$ cat config.mk
export PLATFORM = sky130hd
export DESIGN_NAME = cmip_sync_pkt_fifo_flat
export DESIGN_NICKNAME = d
export VERILOG_FILES = /design/src/rtl/cmip_sync_pkt_fifo_if.sv /design/src/rtl/cmip_sync_pkt_fifo.sv /design/src/flat_wrapper.sv
export SDC_FILE = /design/constraint.sdc
export NUM_CORES = 1
export LEC_CHECK = 0
export CAP_MARGIN = 20
export CELL_PAD_IN_SITES_DETAIL_PLACEMENT = 1
export CELL_PAD_IN_SITES_GLOBAL_PLACEMENT = 2
export CORE_ASPECT_RATIO = 0.6
export CORE_UTILIZATION = 35
export CTS_CLUSTER_DIAMETER = 150
export DETAILED_ROUTE_END_ITERATION = 10
export DONT_BUFFER_PORTS = 1
export PLACE_DENSITY_LB_ADDON = 0.1
export SLEW_MARGIN = 0
export SYNTH_ARGS = -nofsm -noshare
export SYNTH_HDL_FRONTEND = slang
export SYNTH_SLANG_ARGS = --single-unit
$ cat constraint.sdc
create_clock -name i_clk -period 9.4 [get_ports i_clk]
set_clock_uncertainty 0.15 [all_clocks]
set_input_delay 2.82 -clock i_clk [delete_from_list [all_inputs] [get_ports i_clk]]
set_output_delay 2.82 -clock i_clk [all_outputs]
set_load 0.02 [all_outputs]
$ cat src/rtl/cmip_sync_pkt_fifo_if.sv
// Handshake and status bundle for cmip_sync_pkt_fifo.
// slave = FIFO side, master = producer/consumer side.
interface cmip_sync_pkt_fifo_if #(
    parameter int unsigned DATA_WDTH = 32,
    parameter int unsigned ADDR_WDTH = 4
);
    logic [ADDR_WDTH:0]   i_aful_th;
    logic [ADDR_WDTH:0]   i_amty_th;
    logic                 i_wr;
    logic [DATA_WDTH-1:0] i_din;
    logic                 i_wr_last;
    logic                 i_wr_drop;
    logic                 i_rd;
    logic [DATA_WDTH-1:0] o_dout;
    logic                 o_dout_last;
    logic                 o_empty;
    logic                 o_full;
    logic                 o_aful;
    logic                 o_amty;
    logic                 o_ovfl_int;
    logic                 o_unfl_int;
    logic [ADDR_WDTH:0]   o_used_cnt;
    logic [ADDR_WDTH:0]   o_pkt_cnt;

    modport master (
        output i_aful_th, i_amty_th, i_wr, i_din, i_wr_last, i_wr_drop, i_rd,
        input  o_dout, o_dout_last, o_empty, o_full, o_aful, o_amty, o_ovfl_int, o_unfl_int,
               o_used_cnt, o_pkt_cnt
    );

    modport slave (
        input  i_aful_th, i_amty_th, i_wr, i_din, i_wr_last, i_wr_drop, i_rd,
        output o_dout, o_dout_last, o_empty, o_full, o_aful, o_amty, o_ovfl_int, o_unfl_int,
               o_used_cnt, o_pkt_cnt
    );
endinterface

$ cat src/rtl/cmip_sync_pkt_fifo.sv
// Single-clock store-and-forward packet FIFO with FWFT output register and writer-side drop.
// Optional CMIP_PKT_FIFO_AUTO_DROP_EN: overflow discards the rest of the open packet.
module cmip_sync_pkt_fifo #(
    parameter int unsigned DPTH      = 16,
    parameter int unsigned DATA_WDTH = 32,
    parameter int unsigned ADDR_WDTH = $clog2(DPTH)
) (
    input logic                 i_clk,
    input logic                 i_rst_n,
    cmip_sync_pkt_fifo_if.slave io_bus
);
    localparam int unsigned PW = ADDR_WDTH + 1;
    localparam logic [PW:0] DPTH_X = (PW + 1)'(DPTH);

    typedef enum logic [1:0] {StIdle, StInPkt, StDiscard} state_e;

    logic [DATA_WDTH:0]   r_mem [DPTH];
    logic [PW-1:0]        r_w_ptr, r_c_ptr, r_r_ptr, r_pkt_cnt;
    logic [DATA_WDTH-1:0] r_dout;
    logic                 r_dout_last, r_ovld;
    logic                 r_aful, r_amty, r_ovfl, r_unfl;
    state_e               r_state, w_state_nxt;

    logic [PW-1:0] w_fill, w_used;
    logic          w_full, w_discard, w_wr_ok, w_ovfl_evt, w_commit, w_pop, w_load, w_auto_drop;

    // Occupancy of the RAM only; the output register is accounted separately.
    assign w_fill     = r_w_ptr - r_r_ptr;
    assign w_full     = (w_fill == PW'(DPTH));
    assign w_used     = w_fill + PW'(r_ovld);
`ifdef CMIP_PKT_FIFO_AUTO_DROP_EN
    assign w_discard  = (r_state == StDiscard);
`else
    assign w_discard  = 1'b0;
`endif
    assign w_wr_ok    = io_bus.i_wr & ~w_full & ~io_bus.i_wr_drop & ~w_discard;
    assign w_ovfl_evt = io_bus.i_wr & w_full & ~io_bus.i_wr_drop & ~w_discard;
    assign w_commit   = w_wr_ok & io_bus.i_wr_last;
    assign w_pop      = io_bus.i_rd & r_ovld;
    assign w_load     = (r_c_ptr != r_r_ptr) & (~r_ovld | w_pop);
`ifdef CMIP_PKT_FIFO_AUTO_DROP_EN
    assign w_auto_drop = w_ovfl_evt;
`else
    assign w_auto_drop = 1'b0;
`endif

    always_comb begin
        w_state_nxt = r_state;
        case (r_state)
            StIdle: begin
                if (w_auto_drop) w_state_nxt = io_bus.i_wr_last ? StIdle : StDiscard;
                else if (w_wr_ok && !io_bus.i_wr_last) w_state_nxt = StInPkt;
            end
            StInPkt: begin
                if (w_auto_drop) w_state_nxt = io_bus.i_wr_last ? StIdle : StDiscard;
                else if (w_commit || io_bus.i_wr_drop) w_state_nxt = StIdle;
            end
            StDiscard: begin
                if ((io_bus.i_wr && io_bus.i_wr_last) || io_bus.i_wr_drop) w_state_nxt = StIdle;
            end
            default: w_state_nxt = StIdle;
        endcase
    end

    always_ff @(posedge i_clk or negedge i_rst_n) begin
        if (!i_rst_n) r_state <= StIdle;
        else          r_state <= w_state_nxt;
    end

    always_ff @(posedge i_clk) begin
        if (w_wr_ok) r_mem[r_w_ptr[ADDR_WDTH-1:0]] <= {io_bus.i_wr_last, io_bus.i_din};
    end

    always_ff @(posedge i_clk or negedge i_rst_n) begin
        if (!i_rst_n) begin
            r_w_ptr     <= '0;
            r_c_ptr     <= '0;
            r_r_ptr     <= '0;
            r_pkt_cnt   <= '0;
            r_dout      <= '0;
            r_dout_last <= 1'b0;
            r_ovld      <= 1'b0;
            r_aful      <= 1'b0;
            r_amty      <= 1'b1;
            r_ovfl      <= 1'b0;
            r_unfl      <= 1'b0;
        end else begin
            // Drop rewinds to the last committed boundary; a coincident beat is lost.
            if (io_bus.i_wr_drop || w_auto_drop) r_w_ptr <= r_c_ptr;
            else if (w_wr_ok)                    r_w_ptr <= r_w_ptr + PW'(1);
            if (w_commit) r_c_ptr <= r_w_ptr + PW'(1);
            if (w_load) begin
                {r_dout_last, r_dout} <= r_mem[r_r_ptr[ADDR_WDTH-1:0]];
                r_ovld                <= 1'b1;
                r_r_ptr               <= r_r_ptr + PW'(1);
            end else if (w_pop) begin
                r_ovld <= 1'b0;
            end
            if (w_commit && !(w_pop && r_dout_last))      r_pkt_cnt <= r_pkt_cnt + PW'(1);
            else if (!w_commit && (w_pop && r_dout_last)) r_pkt_cnt <= r_pkt_cnt - PW'(1);
            r_aful <= ({1'b0, w_used} + {1'b0, io_bus.i_aful_th}) >= DPTH_X;
            r_amty <= w_used <= io_bus.i_amty_th;
            r_ovfl <= w_ovfl_evt;
            r_unfl <= io_bus.i_rd & ~r_ovld;
        end
    end

    assign io_bus.o_dout      = r_dout;
    assign io_bus.o_dout_last = r_dout_last;
    assign io_bus.o_empty     = ~r_ovld;
    assign io_bus.o_full      = w_full;
    assign io_bus.o_aful      = r_aful;
    assign io_bus.o_amty      = r_amty;
    assign io_bus.o_ovfl_int  = r_ovfl;
    assign io_bus.o_unfl_int  = r_unfl;
    assign io_bus.o_used_cnt  = w_used;
    assign io_bus.o_pkt_cnt   = r_pkt_cnt;
endmodule

$ cat src/flat_wrapper.sv
// flat-port wrapper written by rule: the top's interface ports become plain ports
module cmip_sync_pkt_fifo_flat 
#(
    parameter int unsigned DPTH      = 16,
    parameter int unsigned DATA_WDTH = 32,
    parameter int unsigned ADDR_WDTH = $clog2(DPTH)
)
  (i_clk, i_rst_n, io_bus_i_aful_th, io_bus_i_amty_th, io_bus_i_wr, io_bus_i_din, io_bus_i_wr_last, io_bus_i_wr_drop, io_bus_i_rd, io_bus_o_dout, io_bus_o_dout_last, io_bus_o_empty, io_bus_o_full, io_bus_o_aful, io_bus_o_amty, io_bus_o_ovfl_int, io_bus_o_unfl_int, io_bus_o_used_cnt, io_bus_o_pkt_cnt);
  cmip_sync_pkt_fifo_if #(.DATA_WDTH(DATA_WDTH), .ADDR_WDTH(ADDR_WDTH)) io_bus_i ();
  input logic i_clk;
  input logic i_rst_n;
  input wire logic [$bits(io_bus_i.i_aful_th)-1:0] io_bus_i_aful_th;
  input wire logic [$bits(io_bus_i.i_amty_th)-1:0] io_bus_i_amty_th;
  input wire logic [$bits(io_bus_i.i_wr)-1:0] io_bus_i_wr;
  input wire logic [$bits(io_bus_i.i_din)-1:0] io_bus_i_din;
  input wire logic [$bits(io_bus_i.i_wr_last)-1:0] io_bus_i_wr_last;
  input wire logic [$bits(io_bus_i.i_wr_drop)-1:0] io_bus_i_wr_drop;
  input wire logic [$bits(io_bus_i.i_rd)-1:0] io_bus_i_rd;
  output wire logic [$bits(io_bus_i.o_dout)-1:0] io_bus_o_dout;
  output wire logic [$bits(io_bus_i.o_dout_last)-1:0] io_bus_o_dout_last;
  output wire logic [$bits(io_bus_i.o_empty)-1:0] io_bus_o_empty;
  output wire logic [$bits(io_bus_i.o_full)-1:0] io_bus_o_full;
  output wire logic [$bits(io_bus_i.o_aful)-1:0] io_bus_o_aful;
  output wire logic [$bits(io_bus_i.o_amty)-1:0] io_bus_o_amty;
  output wire logic [$bits(io_bus_i.o_ovfl_int)-1:0] io_bus_o_ovfl_int;
  output wire logic [$bits(io_bus_i.o_unfl_int)-1:0] io_bus_o_unfl_int;
  output wire logic [$bits(io_bus_i.o_used_cnt)-1:0] io_bus_o_used_cnt;
  output wire logic [$bits(io_bus_i.o_pkt_cnt)-1:0] io_bus_o_pkt_cnt;
  assign io_bus_i.i_aful_th = io_bus_i_aful_th;
  assign io_bus_i.i_amty_th = io_bus_i_amty_th;
  assign io_bus_i.i_wr = io_bus_i_wr;
  assign io_bus_i.i_din = io_bus_i_din;
  assign io_bus_i.i_wr_last = io_bus_i_wr_last;
  assign io_bus_i.i_wr_drop = io_bus_i_wr_drop;
  assign io_bus_i.i_rd = io_bus_i_rd;
  assign io_bus_o_dout = io_bus_i.o_dout;
  assign io_bus_o_dout_last = io_bus_i.o_dout_last;
  assign io_bus_o_empty = io_bus_i.o_empty;
  assign io_bus_o_full = io_bus_i.o_full;
  assign io_bus_o_aful = io_bus_i.o_aful;
  assign io_bus_o_amty = io_bus_i.o_amty;
  assign io_bus_o_ovfl_int = io_bus_i.o_ovfl_int;
  assign io_bus_o_unfl_int = io_bus_i.o_unfl_int;
  assign io_bus_o_used_cnt = io_bus_i.o_used_cnt;
  assign io_bus_o_pkt_cnt = io_bus_i.o_pkt_cnt;
  cmip_sync_pkt_fifo #(.DPTH(DPTH), .DATA_WDTH(DATA_WDTH), .ADDR_WDTH(ADDR_WDTH)) u_core (.i_clk(i_clk), .i_rst_n(i_rst_n), .io_bus(io_bus_i));
endmodule
=== After elaboration in Yosys (flattened, before gate mapping) ===
Memory sizes are Yosys's and may differ from the RTL's. A register that Yosys moved wholly into a read port is not among the register bits.
Index checks and enable logic that the tools add are counted.

* $add $sub $neg: 7
* $mul: 0
* Divide/modulo/power cells: 0
* $lt $le $gt $ge: 2
* Eq/ne operators: 2
* Shift-type cells: 0
* Multiplexer cells: 8
* Bitwise gates (word level): 12
* Reductions and logical operators: 9

{| class="wikitable"
|+ Operator list
! kind !! number
|-
| $mux 5 || 4
|-
| $add 5x1->5 const B || 3
|-
| $and 1x1->1 || 8
|-
| $add 5x5->6 || 1
|-
| $ge 6x5->1 const B || 1
|-
| $reduce_bool 2->1 || 3
|-
| $add 5x1->5 || 1
|-
| $eq 5x5->1 const B || 1
|-
| $le 5x5->1 || 1
|-
| $ne 5x5->1 || 1
|-
| $sub 5x1->5 const B || 1
|-
| $sub 5x5->5 || 1
|-
| $mux 1 || 4
|-
| $logic_and 1x1->1 || 3
|-
| $logic_not 1->1 || 3
|-
| $not 1->1 || 3
|-
| $or 1x1->1 || 1
|}

* Bits in registers: 25
* Bits in latches: 0
* Memory bits (writable): 528
* ROM bits: 0
* Output and inout port bits: 49
* Memories kept: 1

{| class="wikitable"
|+ Memory list
! memory !! words !! width !! read ports !! clocked after Yosys merged registers in !! wr ports !! RTL line !! text
|-
| u_core.r_mem || 16 || 33 || 1 || 1 || 1 || cmip_sync_pkt_fifo.sv:17 || <nowiki>logic [DATA_WDTH:0] r_mem [DPTH];</nowiki>
|}

=== Longest topological paths before layout ===
* Depth in word-level cells: 10
* Mapped depth: 17
* Depth with buffers taken out: 16

=== Worst setup path after synthesis ===
Ideal clock, no wire load.

* Kind: in2reg
* Start: input port io_bus_i_wr
* End: memory u_core.r_mem[3][0] (netlist name) (enable)
* Setup time: 0.518 ns
* Data arrival time: 6.921 ns
* Required time: 8.732 ns
* Path slack: 1.811 ns
* Stages on the path: 4
* Path buffers: 1
* Cells stage by stage: clkbuf_1 > nor2b_1 > o21ai_2 > nor4b_1

* Word-level cells in the longest chain between the ends: 4

{| class="wikitable"
|+ Ends and longest elaborated chain
! item !! RTL line !! text
|-
| start, declared || flat_wrapper.sv:14 || <nowiki>input wire logic [$bits(io_bus_i.i_wr)-1:0] io_bus_i_wr;</nowiki>
|-
| $and 1x1->1 (2 in a row) || cmip_sync_pkt_fifo.sv:36 || <nowiki>assign w_wr_ok = io_bus.i_wr & ~w_full & ~io_bus.i_wr_drop & ~w_discard;</nowiki>
|-
| $mux 1 || cmip_sync_pkt_fifo.sv:71 || <nowiki>if (w_wr_ok) r_mem[r_w_ptr[ADDR_WDTH-1:0]] <= {io_bus.i_wr_last, io_bus.i_din};</nowiki>
|-
| $mux 1 (not written as such) || cmip_sync_pkt_fifo.sv:71 ||
|-
| end, declared || cmip_sync_pkt_fifo.sv:17 ||
|}

Every way passes these cells.

=== Worst setup path after layout ===
* Start: register u_core.r_w_ptr[2]
* End: output port io_bus_o_used_cnt[4]

* Word-level cells in the longest chain between the ends: 2

{| class="wikitable"
|+ Ends and longest elaborated chain
! item !! RTL line !! text
|-
| start, declared || cmip_sync_pkt_fifo.sv:18 || <nowiki>logic [PW-1:0] r_w_ptr, r_c_ptr, r_r_ptr, r_pkt_cnt;</nowiki>
|-
| start signal, assigned || cmip_sync_pkt_fifo.sv:89 || <nowiki>if (io_bus.i_wr_drop || w_auto_drop) r_w_ptr <= r_c_ptr;</nowiki>
|-
| start signal, assigned || cmip_sync_pkt_fifo.sv:90 || <nowiki>else if (w_wr_ok) r_w_ptr <= r_w_ptr + PW'(1);</nowiki>
|-
| $sub 5x5->5 || cmip_sync_pkt_fifo.sv:28 || <nowiki>assign w_fill = r_w_ptr - r_r_ptr;</nowiki>
|-
| $add 5x1->5 || cmip_sync_pkt_fifo.sv:30 || <nowiki>assign w_used = w_fill + PW'(r_ovld);</nowiki>
|-
| end, declared || flat_wrapper.sv:27 || <nowiki>output wire logic [$bits(io_bus_i.o_used_cnt)-1:0] io_bus_o_used_cnt;</nowiki>
|}

Every way passes these cells.

==> flow_metrics.env <==
export IMPL_ys_seq_area_frac=0.749
export IMPL_crit_arrival_ps=3400
export IMPL_postPlaceCellArea_sq_mm=0.0242
export IMPL_area_delta_synth_final_pct=13.0
export IMPL_wl_per_cell_um=28.1
export IMPL_cts_root_buffer="clkbuf_16"
export IMPL_dp_final_hpwl_mm=28.1
export IMPL_hp_start="u_core.r_ovld"
export IMPL_drt_first_pass_iters=4
export IMPL_post_route_min_period_ps=6370
export IMPL_die_h_um=201
export IMPL_cts_clk_slew_worst_paths_ps=60
export IMPL_fin_tns_setup_ps=0
export IMPL_status="complete, no violations"
export IMPL_async_flop_share=0.0990
export IMPL_critical_path_class="reg2out"
export IMPL_grt_pass1_vias=11109
export IMPL_via_count=10278
export IMPL_cts_hold_buffers_added=0
export IMPL_antenna_found_initial=0
export IMPL_worstMarginPinSlew_ps=1010
export IMPL_cts_sinks=586
export IMPL_cts_resized=0
export IMPL_ir_drop_uv=146
export IMPL_crit_start="u_core.r_w_ptr[2]"
export IMPL_synth_area_sq_mm=0.0231
export IMPL_post_cts_setup_buffers=0
export IMPL_yosys_warnings=0
export IMPL_avgSynthCellArea_sq_um=22.7
export IMPL_rrSetupSlack_ps=5370
export IMPL_cp_start_kind="flip-flop"
export IMPL_viasPerCell=5.25
export IMPL_wirelength_mm=55.0
export IMPL_rr_startpoint="u_core.r_w_ptr[2]"
export IMPL_ios=97
export IMPL_antenna_cells=0
export IMPL_grt_use_total=0.168
export IMPL_dieArea_sq_mm=0.0671
export IMPL_rows=72
export IMPL_hold_path_class="reg2reg"
export IMPL_r2r_cells=8
export IMPL_powerDensity_mw_per_mm2=318
export IMPL_start_util=0.356
export IMPL_cp_max_fo=22
export IMPL_r2r_end="u_core.r_mem[0][1]"
export IMPL_fin_crit_sh=0.678
export IMPL_rsz0062_at_grt="false"
export IMPL_finalMaxSlewViolations=0
export IMPL_synth_edf_count=528
export IMPL_maxCapViolCount=0
export IMPL_slew_limit_headroom=0.328
export IMPL_ys_ff_latch=586
export IMPL_synth_cells=1018
export IMPL_worstPathRequired_ps=6430
export IMPL_drc=0
export IMPL_cts_buffer_depth=3
export IMPL_power_w=0.00830
export IMPL_max_freq_ghz=0.157
export IMPL_final_area_sq_mm=0.0261
export IMPL_gp_congestion=0.706
export IMPL_cts_buffers=58
export IMPL_crit_path_end_kind="output pin"
export IMPL_final_hold_viol_count=0
export IMPL_finalSetupViolations=0
export IMPL_nets=1131
export IMPL_grt_remaining_overflow=0
export IMPL_core_area_sq_mm=0.0649
export IMPL_grt_pass1_wl_mm=80.8
export IMPL_synth_cell_type_count=45
export IMPL_port_buffers=0
export IMPL_synth_flop_cell="edfxtp_1"
export IMPL_fp_dieW_um=334
export IMPL_ant_nets=0
export IMPL_crit_path_end="io_bus_o_used_cnt[4]"
export IMPL_htree_levels=2
export IMPL_cts_tree="built"
export IMPL_grt_start_max_net_pins=64
export IMPL_p_leak_nw=8.36
export IMPL_clk_latency_ps=620
export IMPL_drt_first_iter_violations=749
export IMPL_synthesis_nets=1092
export IMPL_drive_above_1_share=0.300
==> cell usage in the layout, fill, tap and decap left out, types with 3 or more instances in the layout <==
cell type and count:
bufinv_16 5, clkinv_2 8, o211ai_1 5, nor2_1 8
ha_1 24, a31oi_1 3, clkbuf_1 14, xnor2_1 12
mux2_4 28, clkinv_4 3, dfrtp_4 3, o21ai_0 3
clkinv_1 14, nor2b_1 7, mux2_2 6, a21oi_1 6
o21a_1 3, nand3_1 13, edfxtp_1 528, nand3b_1 6
nor3_2 3, nor4b_2 4, mux2_1 5, clkbuf_16 59
nand2_1 11, inv_1 14, o21ai_1 3, nor3_1 5
buf_4 28, o2111ai_1 5, nor2_4 9, dfrtp_1 54
mux4_2 165, xor2_1 12
==> through the flow <==
stage               setup slack [ps]  hold slack [ps]  instances  utilization
finish                          3030              364       1956        0.402
CTS                             2970              381       1955        0.402
detailed placement              3650              374       1847        0.373
global route                    2700              443       1956        0.402
floorplan                       1810              300       1018            -
global placement                3690              371       1847        0.373
==> synth_stat cells (all sizes together) (3+ instances only) <==
library cell,instances,share of area
nand2,11,0.0018
o21ai,7,0.0017
clkbuf,16,0.0026
edfxtp,528,0.69
a21oi,7,0.0015
o211ai,5,0.0016
o2111ai,5,0.0019
buf,34,0.0098
mux4,165,0.16
inv,16,0.0026
nor3,8,0.0017
a31oi,3,0.00081
nand3,13,0.0028
o21a,3,0.00097
nor2,17,0.0028
mux2,39,0.024
nor4b,4,0.0015
ha,24,0.013
nor2b,7,0.0019
dfrtp,57,0.062
xor2,12,0.0045
xnor2,12,0.0045
nand3b,6,0.0019
==> critical path: stages, from the launching register on <==
cell,delay (ps)
dfrtp_1,870
ha_1,320
nor2_1,50
o2bb2ai_1,190
xnor2_1,770
nand3_1,190
xnor2_1,210
buf_4,190
==> where the power goes <==
part,switching [W],internal [W]
combinational,0.00134,0.00126
clock,0.000989,0.00130
sequential,0.000298,0.00311
total,0.00263,0.00567
==> registers in the layout, summed over array words and instances, names as in the netlist, 5 cells and up <==
| register | count |
|---|---|
| u_core.io_bus.o_dout | 32 |
| u_core.io_bus.o_pkt_cnt | 5 |
| u_core.r_c_ptr | 5 |
| u_core.r_mem | 528 |
| u_core.r_r_ptr | 5 |
| u_core.r_w_ptr | 5 |
==> cells by family (layout without fill, tap and decap cells) <==
group	count (synthesis)	after routing	synth area share
adders and majority gates	26	26	0.0147
muxes	204	204	0.184
DFF	586	586	0.749
xor gates and xnor gates	24	24	0.00910
and+or+nand+nor	76	76	0.0173
AOI/OAI and AO/OA	36	36	0.0105
buffers and inverters	66	153	0.0150
==> area by class of cell <==
type	count	area, sq um
fill	6026	38800
sequential	586	17300
timing repair buffer	29	238
clock buffer	75	1560
tap	851	1060
clock inverter	33	293
multi-input combinational	366	5570
inverter	16	60.1
==> how the worst min path moves through the flow <==
stage	to	slack, ps	depth (start not counted)
6_report	u_core.io_bus.o_unfl_int	360	1
3_5_place_dp	u_core.io_bus.o_unfl_int	370	1
5_1_grt	u_core.r_r_ptr[3]	440	1
2_1_floorplan	u_core.io_bus.o_unfl_int	300	1
3_3_place_gp	u_core.io_bus.o_unfl_int	370	1
4_1_cts	u_core.io_bus.o_unfl_int	380	1
==> routing by layer <==
| metal | GRT usage | up-vias | part of all wire |
|---|---|---|---|
| li1 | - | 4334 | - |
| met1 | 0.261 | 5705 | 0.51 |
| met2 | 0.240 | 179 | 0.43 |
| met3 | 0.0328 | 60 | 0.041 |
| met4 | 0.0403 | 0 | 0.016 |
| met5 | 0 | - | 0 |
(Power assumes the default switching activity.)
